## config.mk

```make
export PLATFORM = sky130hd
export DESIGN_NAME = uart_rx
export DESIGN_NICKNAME = d
export VERILOG_FILES = /design/src/rtl/uart_pkg.sv /design/src/rtl/sync_nff.sv /design/src/rtl/uart_rx.sv
export SDC_FILE = /design/constraint.sdc
export NUM_CORES = 1
export LEC_CHECK = 0
export CAP_MARGIN = 10
export CORE_MARGIN = 1.5
export CORE_UTILIZATION = 61
export DETAILED_ROUTE_END_ITERATION = 16
export PLACE_DENSITY_LB_ADDON = 0.1
export SLEW_MARGIN = 40
export SYNTH_ARGS = -nofsm -noshare
export SYNTH_HDL_FRONTEND = slang
export SYNTH_SLANG_ARGS = --single-unit
```

## constraint.sdc

```tcl
create_clock -name clk -period 3.53 [get_ports clk]
set_input_delay 0.5295 -clock clk [delete_from_list [all_inputs] [get_ports clk]]
set_output_delay 0.5295 -clock clk [all_outputs]
set_load 0.01 [all_outputs]
```

## src/rtl/uart_pkg.sv

```systemverilog
// uart_pkg: line-format definitions shared by uart_tx and uart_rx
package uart_pkg;
  localparam int UART_DATA_WIDTH = 8;
  typedef enum logic [2:0] {IDLE, START_BIT, DATA_BITS, PARITY_BIT, STOP_BIT} uart_state_t;
  function automatic logic uart_parity(input logic [UART_DATA_WIDTH-1:0] data, input logic odd);
    return ^data ^ odd;
  endfunction
endpackage

```

## src/rtl/sync_nff.sv

```systemverilog
// sync_nff: multi-flop synchroniser for a single asynchronous bit
module sync_nff #(
  parameter int   STAGES    = 2,
  parameter logic RESET_VAL = 1'b1
) (
  input  logic clk,
  input  logic rst,
  input  logic d,
  output logic q
);
  logic [STAGES-1:0] ff;
  always_ff @(posedge clk or posedge rst)
    if (rst) ff <= {STAGES{RESET_VAL}};
    else ff <= {ff[STAGES-2:0], d};
  assign q = ff[STAGES-1];
endmodule

```

## src/rtl/uart_rx.sv

```systemverilog
// uart_rx: mid-bit sampling UART receiver, 8N1 with optional even/odd parity
module uart_rx
  import uart_pkg::*;
#(
  parameter int DATA_WIDTH  = UART_DATA_WIDTH,
  parameter int SYNC_STAGES = 2
) (
  input  logic                  clk,
  input  logic                  rst,
  input  logic                  rx,
  output logic [DATA_WIDTH-1:0] data,
  output logic                  valid,
  output logic                  parity_error,
  output logic                  frame_error,
  output logic                  busy,
  input  logic [11:0]           baud_divider,
  input  logic                  parity_en,
  input  logic                  parity_type_odd
);
  localparam int IW = $clog2(DATA_WIDTH);
  localparam logic [IW-1:0] LAST = IW'(DATA_WIDTH - 1);
  uart_state_t state;
  logic rx_s, rx_prev, fall, tick;
  logic [11:0] div_r, cnt;
  logic par_en_r, par_odd_r, par_acc, mismatch;
  logic [IW-1:0] bit_idx;
  logic [DATA_WIDTH-1:0] shift_reg;
  sync_nff #(.STAGES(SYNC_STAGES), .RESET_VAL(1'b1)) u_sync (.clk(clk), .rst(rst), .d(rx), .q(rx_s));
  assign fall = rx_prev & ~rx_s;
  assign tick = cnt == div_r;
  // config is latched on the start edge so the whole frame uses one bit timing
  always_ff @(posedge clk or posedge rst)
    if (rst) begin
      state        <= IDLE;
      rx_prev      <= 1'b1;
      cnt          <= '0;
      div_r        <= '0;
      par_en_r     <= 1'b0;
      par_odd_r    <= 1'b0;
      par_acc      <= 1'b0;
      mismatch     <= 1'b0;
      bit_idx      <= '0;
      shift_reg    <= '0;
      data         <= '0;
      valid        <= 1'b0;
      parity_error <= 1'b0;
      frame_error  <= 1'b0;
      busy         <= 1'b0;
    end else begin
      rx_prev <= rx_s;
      valid   <= 1'b0;
      cnt     <= (state == IDLE || tick) ? '0 : cnt + 12'd1;
      case (state)
        IDLE: if (fall) begin
          state     <= START_BIT;
          busy      <= 1'b1;
          div_r     <= baud_divider;
          par_en_r  <= parity_en;
          par_odd_r <= parity_type_odd;
        end
        START_BIT: if (cnt == (div_r >> 1)) begin
          cnt      <= '0;
          par_acc  <= 1'b0;
          mismatch <= 1'b0;
          bit_idx  <= '0;
          state    <= rx_s ? IDLE : DATA_BITS;
          busy     <= ~rx_s;
        end
        DATA_BITS: if (tick) begin
          shift_reg[bit_idx] <= rx_s;
          par_acc            <= par_acc ^ rx_s;
          bit_idx            <= bit_idx + 1'b1;
          if (bit_idx == LAST) state <= par_en_r ? PARITY_BIT : STOP_BIT;
        end
        PARITY_BIT: if (tick) begin
          mismatch <= rx_s != (par_acc ^ par_odd_r);
          state    <= STOP_BIT;
        end
        STOP_BIT: if (tick) begin
          valid        <= 1'b1;
          data         <= shift_reg;
          frame_error  <= ~rx_s;
          parity_error <= mismatch & par_en_r;
          state        <= IDLE;
          busy         <= 1'b0;
        end
        default: begin
          state <= IDLE;
          busy  <= 1'b0;
        end
      endcase
    end
endmodule

```

==> flow_summary.yaml <==
logic_synthesis:
  ys_types: 47
  yosysTopAreaCellShare_pct: 46.3
  synth.area.mux_share_pct: 14.1
  synth-seq-cells: 57
  postSynthNetCount: 273
  synth_top_family_by_area: "simple AND/OR/NAND/NOR gates"
  syn_area_um2: 2920
  syn_inst: 253
  synthXorXnorAreaFrac_pct: 11.0
  yosysSeqAreaShare_pct: 49.0
  synth_compound_area_share_pct: 6.48
  synthSimpleGateAreaFrac_pct: 14.8
  synth_warnings: 0
  synthTopCellsByArea: "dfrtp_1 (46%), mux2_2 (9.7%), xor2_1 (5.4%)"
  synthArstFlopShare_pct: 100
  synth-edff-count: 0
  synth_most_common_cell: "dfrtp_1"
  avgSynthCellArea_um2: 11.5
  synth_common_cells: "dfrtp_1 (54), mux2_2 (25), nor2_1 (20)"
  synthAdderAreaFrac_pct: 1.29
  synth_ff_type: "dfrtp_1"
  yosys.area.top_type: "dfrtp_1"
die:
  die-area_um2: 5200
  io_pins: 29
  fp.dieW_um: 72.1
  num_rows: 24
  start_util_pct: 65.2
  core_um2: 4470
  die_h_um: 72.1
flow_run:
  drv_cap: 0
final_layout:
  fin_nets: 303
  antenna_cells: 0
  reg_top3: "cnt x12, div_r x12"
  drive_above_1_share_pct: 20.1
  synthToLayoutAreaGrowth_pct: 17.4
critical_path:
  crit_cells: 5
  crit_path_top_delay_cell: "nor4_4"
  critPathMaxFanout: 11
  startpoint_type: "flip-flop"
  crit_buf_inv: 0
  worstSetupEndpointType: "flip-flop"
  reg2reg_depth: 5
  cp.required_ns: 3.75
  crit_family: "simple AND/OR/NAND/NOR gates"
  cp_data_arrival_time_ns: 2.72
  crit_type: "flip-flop to flip-flop"
  cp_cell_sequence: "xnor2_1 -> nand4_1 -> nor4_4 -> nand3b_2 -> mux2_4"
  slowest_delay_ns: 0.57
clocking:
  post_cts_resized: 0
  ctsHoldBuffers: 0
  clock_sinks: 57
  cts_made_buffers: 9
  htreeDepth: 3
  cts_root_buffer: "clkbuf_8"
  cts_setup_buffers: 0
  cts_tree: "yes"
  clock_latency_ns: 0.34
  clk_pin_slew_ns: 0.06
  cts_buffer_depth: 2
sta:
  rsz0062_at_grt: "false"
  period_minus_slack_ns: 2.50
  tightest_slew_ns: 0.799
  tns_ns: 0
  finalClockSkew_ns: 0.00847
  timing.final.ws_setup_ns: 1.03
  relSlewSlack_pct: 46.3
  finalSetupViolCount: 0
  fmax_ghz: 0.400
  maxSlewViolCount: 0
  hold_slack_ns: 0.357
  finalHoldViolCount: 0
  finalCritPeriodShare_pct: 70.9
power_and_ir_drop:
  leakagePower_uw: 0.00159
  power_frac_comb_pct: 29.7
  p_sw_share_pct: 33.8
  pwr-share-clk_pct: 26.6
  power.density_nw_per_um2: 679
  p_sw_uw: 785
  pwr-share-seq_pct: 43.6
  ir_drop_uv: 381
  p_int_uw: 1540
routing:
  drc: 0
  avgViaCountPerCell: 5.97
  routedWlPerCell_um: 16.4
  routed_wl_mm: 5.57
  drt.antenna.violating_nets: 0
  drtPass1Iterations: 4
  vias: 2029
  dr.first_iter.drc_count: 196
global_route:
  grt_busiest_layer: "met2"
  met2_usage_pct: 36.2
  grt_pass1_vias: 1938
  antenna_found_initial: 0
  grt_overflow: 0
  grt_pass1_wl_mm: 9.54
  grt_use_met3_pct: 7.64
  grtUsageMet1_pct: 33.6
  grt_usage_pct: 24.9
  grt_max_degree: 58
place:
  post-place-ws_ns: 1.02
  port_buffers: 28
  place_congestion: 0.876
  dp.final_hpwl_mm: 3.95
run_status:
  outcome: "completed"
hold_path:
  hp-class: "flip-flop to flip-flop"
  min_path_cells: 0
[cell families (layout without fill, tap and decap cells)]
kind of cell / count (synthesis) / in the layout
AO/OA/AOI/OAI: 25 / 25
AND/OR/NAND/NOR: 79 / 79
buffers and inverters: 20 / 55
multiplexers: 34 / 34
XOR/XNOR: 35 / 35
flip-flops: 57 / 57
adder cells (fa/ha/maj): 3 / 3
[stage by stage]
step,area (um^2),util [%],std cells,power [uW]
final,3420,76.5,340,2320
after global routing,3420,76.5,340,2460
after CTS,3420,76.5,340,2340
after detailed placement,3220,71.9,324,1710
after global placement,3220,71.9,324,1680
after floorplan,2920,-,253,1540
[final timing paths]
kind                         startpoint           end  slack [ns]
max                             cnt[10]       data[0]        1.03
min                        u_sync.ff[0]  u_sync.ff[1]        0.36
max reg2reg                     cnt[10]       data[0]        1.03
min reg2reg                u_sync.ff[0]  u_sync.ff[1]        0.36
max in group asynchronous           rst    bit_idx[0]        2.38
min in group asynchronous           rst  shift_reg[3]        0.70
[cell usage in the layout, fill, tap and decap left out, drive strengths merged, types with 2 or more instances in the layout]
cell type	netlist	routed
clkdlybuf4s50	0	28
nand4b	3	3
a21o	3	3
buf	5	2
ha	3	3
dfstp	3	3
nand3	9	9
a22o	3	3
nand2	16	16
nand4	4	4
nand2b	3	3
dfrtp	54	54
a221o	2	2
xor2	18	18
clkbuf	6	14
nor2	20	20
o21bai	2	2
o31ai	2	2
and3	4	4
nor3	2	2
mux2	33	33
nor2b	3	3
nor4	6	6
xnor2	17	17
nand3b	3	3
o21ai	3	3
inv	9	9
or4	4	4
a21oi	2	2
[power groups by stage]
| stage | Combinational (uW) | Clock [uW] | Sequential [uW] |
|---|---|---|---|
| 2_1_floorplan | 610 | 0 | 930 |
| 3_3_place_gp | 672 | 0 | 1010 |
| 3_5_place_dp | 685 | 0 | 1020 |
| 4_1_cts | 689 | 635 | 1010 |
| 5_1_grt | 762 | 664 | 1040 |
| 6_report | 691 | 619 | 1010 |
[routing by layer]
layer  wire length [um]  vias up
li1                   -      959
met1               2570     1001
met2               2570       57
met3                285       12
met4                136        0
met5                  0        -
[cell type report]
cell class | count | area (um^2)
clock buffers | 14 | 173
clock inverters | 2 | 35.0
fillers | 308 | 1050
inverters | 9 | 33.8
multi-input cells | 176 | 1390
flip-flops and latches | 57 | 1430
well taps | 52 | 65.1
repair buffers | 30 | 295
(Power assumes the default switching activity.)
